<file path="config.mk">
export PLATFORM = sky130hd
export DESIGN_NAME = control_puertas
export DESIGN_NICKNAME = d
export VERILOG_FILES = /design/src/rtl/control_puertas.sv
export SDC_FILE = /design/constraint.sdc
export NUM_CORES = 1
export LEC_CHECK = 0
export ABC_AREA = 1
export BUFFER_PORTS_ARGS = -buffer_cell sky130_fd_sc_hd__buf_2
export CAP_MARGIN = 20
export CORE_ASPECT_RATIO = 2
export CORE_MARGIN = 2
export CORE_UTILIZATION = 35
export CTS_BUF_LIST = sky130_fd_sc_hd__clkbuf_8
export CTS_CLUSTER_DIAMETER = 60
export DETAILED_ROUTE_END_ITERATION = 7
export GPL_TIMING_DRIVEN = 1
export HOLD_SLACK_MARGIN = 0.03
export PLACE_DENSITY_LB_ADDON = 0.25
export SLEW_MARGIN = 20
export SYNTH_ARGS = -nofsm -noshare
export SYNTH_HDL_FRONTEND = slang
export SYNTH_SLANG_ARGS = --single-unit
</file>
<file path="constraint.sdc">
create_clock -name clk -period 2.32 [get_ports clk]
set_input_delay 0.116 -clock clk [delete_from_list [all_inputs] [get_ports clk]]
set_output_delay 0.116 -clock clk [all_outputs]
set_load 0.05 [all_outputs]
</file>
<file path="src/rtl/control_puertas.sv">
// Elevator cabin door controller: opens at a served floor, holds, closes, and
// blocks car motion while the door is not closed.
//
// state    | meaning
// ---------+--------------------------------------------------
// CERRADA  | door closed, car free to move unless opening now
// ABRIENDO | door motor opening for T_MOV cycles
// ABIERTA  | door open, hold timer T_ABIERTA, floor requests absorbed
// CERRANDO | door motor closing for T_MOV cycles, reopen on obstacle
module control_puertas #(
  parameter int T_MOV     = 3,
  parameter int T_ABIERTA = 5,
  parameter int CW        = 16
) (
  input  logic       clk,
  input  logic       reset_n,
  input  logic [3:0] estado,
  input  logic [9:0] s,
  input  logic       boton_abrir,
  input  logic       boton_cerrar,
  input  logic       obstaculo,
  output logic       motor_abrir,
  output logic       motor_cerrar,
  output logic       esperar,
  output logic [9:0] limpiar,
  output logic       falla
);

  typedef enum logic [1:0] {
    CERRADA  = 2'd0,
    ABRIENDO = 2'd1,
    ABIERTA  = 2'd2,
    CERRANDO = 2'd3
  } estado_puerta_t;

  localparam logic [CW-1:0] CARGA_MOV     = CW'(T_MOV - 1);
  localparam logic [CW-1:0] CARGA_ABIERTA = CW'(T_ABIERTA - 1);

  estado_puerta_t state_q, state_d;
  logic [CW-1:0]  t_q, t_d;
  logic           motor_abrir_q, motor_abrir_d;
  logic           motor_cerrar_q, motor_cerrar_d;
  logic           falla_q, falla_d;

  logic [9:0] mascara;
  logic       pedido_piso;
  logic       abre;
  logic       t_cero;
  logic       unused_dir;

  // Travel direction does not affect the door.
  assign unused_dir = estado[2];

  always_comb begin
    mascara = 10'h000;
    case (estado[1:0])
      2'd0:    mascara = 10'h041;
      2'd1:    mascara = 10'h086;
      2'd2:    mascara = 10'h118;
      default: mascara = 10'h220;
    endcase
  end

  assign pedido_piso = |(s & mascara);
  assign abre        = !estado[3] && (pedido_piso || boton_abrir);
  assign t_cero      = (t_q == '0);

  always_comb begin
    state_d = state_q;
    t_d     = t_q;
    case (state_q)
      CERRADA: begin
        if (abre) begin
          state_d = ABRIENDO;
          t_d     = CARGA_MOV;
        end
      end
      ABRIENDO: begin
        if (t_cero) begin
          state_d = ABIERTA;
          t_d     = CARGA_ABIERTA;
        end else begin
          t_d = t_q - 1'b1;
        end
      end
      ABIERTA: begin
        // Anything asking for the door outranks the close button.
        if (obstaculo || boton_abrir || pedido_piso) begin
          t_d = CARGA_ABIERTA;
        end else if (boton_cerrar || t_cero) begin
          state_d = CERRANDO;
          t_d     = CARGA_MOV;
        end else begin
          t_d = t_q - 1'b1;
        end
      end
      default: begin
        if (obstaculo || boton_abrir) begin
          state_d = ABRIENDO;
          t_d     = CARGA_MOV;
        end else if (t_cero) begin
          state_d = CERRADA;
        end else begin
          t_d = t_q - 1'b1;
        end
      end
    endcase

    motor_abrir_d  = (state_d == ABRIENDO);
    motor_cerrar_d = (state_d == CERRANDO);
    falla_d        = falla_q || (estado[3] && (state_q != CERRADA));
  end

  always_ff @(posedge clk) begin
    if (!reset_n) begin
      state_q        <= CERRANDO;
      t_q            <= CARGA_MOV;
      motor_abrir_q  <= 1'b0;
      motor_cerrar_q <= 1'b1;
      falla_q        <= 1'b0;
    end else begin
      state_q        <= state_d;
      t_q            <= t_d;
      motor_abrir_q  <= motor_abrir_d;
      motor_cerrar_q <= motor_cerrar_d;
      falla_q        <= falla_d;
    end
  end

  assign motor_abrir  = motor_abrir_q;
  assign motor_cerrar = motor_cerrar_q;
  assign falla        = falla_q;
  assign esperar      = (state_q != CERRADA) || abre;
  assign limpiar      = (state_q == ABIERTA) ? (s & mascara) : 10'h000;

endmodule

</file>
==> out/qor.yml, run 1 <==
power_and_ir_drop:
  p_sw_share_pct: 50.54
  combPwrFrac_pct: 61.1
  intPower_w: 0.0009929
  switching_power_w: 0.001015
  p_leak_nw: 0.8162
  finalPower_w: 0.002008
  p_per_area_nw_per_um2: 1200
  vdd_drop_max_v: 0.0005493
  seqPwrFrac_pct: 26.4
  pwr-share-clk_pct: 12.5
synthesis:
  synth_warnings: 0
  synthTopCellsByArea: "dfxtp_1, nand2_1, nand3_1"
  synthArstFlopShare_pct: 0
  yosysTopAreaCellShare_pct: 29.24
  yosysTopAreaCell: "dfxtp_1"
  ys_seq_area_share_pct: 29.24
  ys_seq_elements: 21
  synth-edff-count: 0
  syn_inst: 215
  syn_nets: 240
  ys.flop_type: "dfxtp_1"
  synth_cell_type_count: 24
  avgSynthCellArea_sq_um: 6.687
  syn-cell-area_sq_um: 1438
placement:
  dp_hpwl_um: 2449
  post-place-ws_ps: 413.7
  portBuffers: 31
  routabilityCongestion: 0.9126
global_route:
  grt-ovfl-total: 0
  use_met1_pct: 19.01
  grt_max_degree: 15
  grt_usage_pct: 14.98
  grt_busiest_layer: "met2"
  grt_pass1_vias: 1373
  antenna_found_initial: 0
  use_met3_pct: 2.057
  grt_pass1_wl_um: 5623
  met2_usage_pct: 24.77
worst_setup_path:
  max_stage_delay_ps: 390
  rrSetupSlack_ps: 400
  crit_buf_inv: 2
  cp_data_required_time_ps: 2520
  cp_slowest_cell: "dfxtp_1"
  critical_path_arrival_ps: 2120
  crit_top_cell: "inv_1"
  worst-setup-path-type: "flip-flop to flip-flop"
  cp_top_family: "simple AND/OR/NAND/NOR gates"
  startpoint_type: "flip-flop"
  crit_chain: "inv_1, ha_1, inv_1, nand4_1, nand2_1, nand2_2, nand3_1, or2_1, a21oi_2"
  cp_max_fo: 14
  end_kind: "flip-flop"
routing:
  drt_iter0_drc: 25
  via_count: 1418
  routedWlPerCell_um: 10.50
  viasPerCell: 4.758
  ant_nets: 0
  remaining_drc_errors: 0
  routed_wl_um: 3129
  drt-pass1-iter-count: 4
final_layout:
  nFillCells: 452
  layout_common_cells: "nand2_1, buf_2, nor2_1"
  layout_commonest_cell: "nand2_1"
  seqCellArea_sq_um: 420.4
  nNetsFinal: 272
  syn2layout_area_growth_pct: 16.36
  drive_above_1_share_pct: 23.58
  multi_input_area_sq_um: 910.9
  antenna_cells: 0
clock_network:
  cts_setup_buffers: 0
  htreeDepth: 1
  cts_hold_buf: 0
  clock_path_buffers: 2
  numCtsBuffers: 3
  clkLatencyLatePin_ps: 260
  cts_tree: "built"
  cts_resized: 0
  path_clk_slew_ps: 80
  ctsRootBufferMaster: "clkbuf_8"
  numClockSinks: 21
sta:
  tightest_slew_ps: 376.4
  rsz0062_at_grt: "no"
  min_period_over_period_pct: 82.63
  worst_slack_ps: 403.0
  fmax_mhz: 521.7
  fin_skew_ps: 2.523
  finalHoldViolations: 0
  finalSetupViolCount: 0
  period_minus_slack_ps: 1917
  slew_headroom_pct: 74.82
  tns_ps: 0
  drv_slew: 0
floorplan:
  die_width_um: 49.32
  core_sq_um: 4005
  fp.dieH_um: 94.64
  dieArea_sq_um: 4667
  row_count: 33
  initial_core_util_pct: 35.90
  io_pins: 33
run:
  max_cap_violations: 0
run_status:
  outcome: "finished, final reports clean"
hold_path:
  hp-class: "input port to flip-flop"
## logic make-up after synthesis
logic type,Yosys count,synth area share (%)
compound gates,18,6.875
xor+xnor,10,6.092
fa+ha+maj,6,5.222
buf+inv,24,7.397
flops,21,29.24
simple gates,136,45.17
## sequential cells by signal (all words and copies together) (netlist names)
register and flops:
falla 1, t_q 16, state_q 2, motor_abrir 1, motor_cerrar 1
## routing by layer
metal	vias up	wire, um
met5	-	0
met4	0	40
met3	4	104
met2	23	1537
met1	643	1447
li1	748	-
## per-stage QoR
stage / hold WS (ps) / utilization, % / instances / cell area, sq um
global placement: 390.7 / 40.61 / 294 / 1627
CTS: 112.4 / 41.77 / 298 / 1673
finish: 111.7 / 41.77 / 298 / 1673
global route: 124.7 / 41.77 / 298 / 1673
floorplan: 344.4 / - / 215 / 1438
detailed placement: 390.9 / 40.61 / 294 / 1627
## power groups by stage
stage	Clock, W	Sequential [W]	Combinational (W)
6_report	0.000251	0.000530	0.00123
5_1_grt	0.000268	0.000543	0.00140
4_1_cts	0.000259	0.000532	0.00123
3_5_place_dp	0	0.000540	0.00123
3_3_place_gp	0	0.000538	0.00122
2_1_floorplan	0	0.000580	0.000977
## worst register-to-register path: stages, from the launching register on
cell and delay [ps]:
dfxtp_1 390, inv_1 100, ha_1 290, inv_1 40
nand4_1 70, nand2_1 190, nand2_2 300, nand3_1 120
or2_1 240, a21oi_2 110
## final cells by class
class | count | area share [%]
multi-input cells | 170 | 54.45
flip-flops and latches | 21 | 25.13
repair buffers | 31 | 9.275
inverters | 20 | 4.488
well taps | 52 | 3.889
clock buffers | 3 | 2.468
clock inverters | 1 | 0.2992
## cell usage after synthesis (all sizes together) (4+ instances only)
master and count:
nor3 6, dfxtp 21, nand2 52, nor2 43
inv 20, ha 6, nand4 4, a21oi 12
xnor2 4, nand3 29, o21ai 4, xor2 6
## final timing paths
path / from / depth (start not counted) / endpoint
hold / removal: reset_n / 2 / state_q[0]$_SDFF_PN1_
hold reg to reg: falla$_SDFF_PN0_ / 1 / falla$_SDFF_PN0_
setup / recovery: state_q[1]$_SDFF_PN1_ / 9 / t_q[13]$_SDFFE_PN0P_
setup reg to reg: state_q[1]$_SDFF_PN1_ / 9 / t_q[13]$_SDFFE_PN0P_
Note: power is estimated with default switching activity, not from simulation.
==> run 2: changes to the inputs <==
==> constraint.sdc (replaced) <==
create_clock -name clk -period 1.9 [get_ports clk]
set_input_delay 0.095 -clock clk [delete_from_list [all_inputs] [get_ports clk]]
set_output_delay 0.095 -clock clk [all_outputs]
set_load 0.05 [all_outputs]
==> out/qor.yml, run 2 (synthesis gave the netlist of run 1 again) <==
run_status:
  outcome: "finished, final reports clean"
floorplan:
  core_sq_um: 4005  # unchanged
  io_pins: 33  # unchanged
  fp.dieH_um: 94.64  # unchanged
  dieArea_sq_um: 4667  # unchanged
  initial_core_util_pct: 35.90  # unchanged
  die_width_um: 49.32  # unchanged
  row_count: 33  # unchanged
routing:
  drt-pass1-iter-count: 4  # unchanged
  routed_wl_um: 3296  # +5.3%
  drt_iter0_drc: 29  # +16%
  remaining_drc_errors: 0  # unchanged
  routedWlPerCell_um: 10.88  # +3.6%
  via_count: 1440  # +1.6%
  viasPerCell: 4.752  # -0.12%
  ant_nets: 0  # unchanged
clock_network:
  path_clk_slew_ps: 90  # about the same
  cts_tree: "built"
  numClockSinks: 21  # unchanged
  numCtsBuffers: 3  # unchanged
  ctsRootBufferMaster: "clkbuf_8"
  clkLatencyLatePin_ps: 270  # about the same
  htreeDepth: 1  # unchanged
  cts_hold_buf: 0  # unchanged
  clock_path_buffers: 2  # unchanged
final_layout:
  largest-register: "t_q"
  antenna_cells: 0  # unchanged
  top_regs: "t_q (16), state_q (2)"
  layout_commonest_cell: "nand2_1"
  largest_register_ffs: 16  # unchanged
  drive_above_1_share_pct: 29.08  # +5.5 points
  syn2layout_area_growth_pct: 23.24
  nNetsFinal: 277  # +1.8%
  design_area_sq_um: 1772  # +5.9%
  layout_common_cells: "nand2_1, buf_2, nor2_1"
power_and_ir_drop:
  p_leak_nw: 0.8484  # +3.9%
  vdd_drop_max_v: 0.0008497  # +55%
  p_sw_share_pct: 49.44  # -1.1 points
  switching_power_w: 0.001315  # +30%
  pwr-share-clk_pct: 11.5  # -1.0 points
  combPwrFrac_pct: 63.6  # +2.5 points
  seqPwrFrac_pct: 24.9  # -1.5 points
  p_per_area_nw_per_um2: 1501  # +25%
  intPower_w: 0.001344  # +35%
worst_setup_path:
  worst-setup-path-type: "flip-flop to primary output"
  cp_max_fo: 11  # -3
  cp_data_required_time_ps: 1800  # -720 ps
  critical_path_arrival_ps: 1660  # -460 ps
  end_kind: "primary output"
  startpoint_type: "flip-flop"
  rr_worst_depth: 9  # unchanged
placement:
  placed_area_sq_um: 1669  # +2.6%
  dp_hpwl_um: 2567  # +4.8%
  routabilityCongestion: 0.9300  # +1.9%
  post-place-ws_ps: 78.02  # -335.7 ps
  portBuffers: 31  # unchanged
global_route:
  grt_pass1_wl_um: 5526  # -1.7%
  grt-ovfl-total: 0  # unchanged
  antenna_found_initial: 0  # unchanged
  grt_max_degree: 15  # unchanged
  grt_pass1_vias: 1393  # +1.5%
  grt_usage_pct: 14.77  # -0.22 points
sta:
  finalSetupViolCount: 0  # unchanged
  worst_slack_ps: 143.4  # -259.6 ps
  rsz0062_at_grt: "no"
  tns_ps: 0  # unchanged
  fmax_mhz: 569.3
  fin_skew_ps: 7.755  # +5.232 ps
  drv_slew: 0  # unchanged
  slew_headroom_pct: 78.39  # +3.6 points
  min_period_over_period_pct: 92.45
  period_minus_slack_ps: 1757
  finalHoldViolations: 0  # unchanged
  tightest_slew_ps: 323.8  # -52.64 ps
hold_path:
  hp-class: "input port to flip-flop"
  holdPathStages: 2  # unchanged
run:
  max_cap_violations: 0  # unchanged
## run 2: cell types whose count changed in the layout (fill, tap and decap cells not counted), moves of 2 or more
cell	before	now
buf_4	0	4
nor3_4	0	2
nor2_2	12	15
nand3_2	0	2
nand3_1	27	25
nor2_1	30	27
## run 2: worst max-delay path, stage by stage, from the launching register on
cell and delay [ps]:
dfxtp_1 340, inv_1 130, ha_1 290, inv_1 220, nor2_1 150, buf_2 270
## run 2: final timing paths
check	end	start	slack, ps
setup / recovery	limpiar[2]	state_q[0]$_SDFF_PN1_	140
hold / removal	state_q[0]$_SDFF_PN1_	reset_n	100
setup reg to reg	t_q[10]$_SDFFE_PN0P_	state_q[1]$_SDFF_PN1_	150
hold reg to reg	falla$_SDFF_PN0_	falla$_SDFF_PN0_	470
## run 2: power groups by stage
stage | Combinational (W) | Sequential (W) | Clock, W
floorplan | 0.00119 | 0.000708 | 0
global placement | 0.00157 | 0.000655 | 0
detailed placement | 0.00159 | 0.000661 | 0
CTS | 0.00160 | 0.000652 | 0.000309
global route | 0.00190 | 0.000678 | 0.000325
finish | 0.00169 | 0.000663 | 0.000305
## run 2: layout make-up
cell class	instances	area, sq um
fill	449	2233
sequential	21	420.4
clock inverter	1	5.005
timing repair buffer	36	205.2
multi-input combinational	170	959.7
clock buffer	3	41.29
inverter	20	75.07
tap	52	65.06
## run 2: repair_timing
item | CTS | global route
buffers inserted | 0 | 1
setup endpoints to repair | 0 | 8
gates resized for setup | 0 | 13
## run 2: per-stage QoR
| step | util, % | cells | power [W] | hold slack [ps] |
|---|---|---|---|---|
| finish | 44.24 | 303 | 0.002659 | 100.1 |
| global route | 44.24 | 303 | 0.002902 | 119.8 |
| CTS | 42.83 | 302 | 0.002561 | 97.76 |
| detailed placement | 41.67 | 298 | 0.002256 | 374.0 |
| global placement | 41.67 | 298 | 0.002224 | 368.9 |
| floorplan | - | 215 | 0.001901 | 323.4 |
## run 2: routing by layer
layer	vias up	wire length, um	track usage [%]
met4	0	61	6.429
met3	7	117	2.057
met1	648	1435	17.09
met5	-	0	0
met2	25	1681	26.46
li1	760	-	-
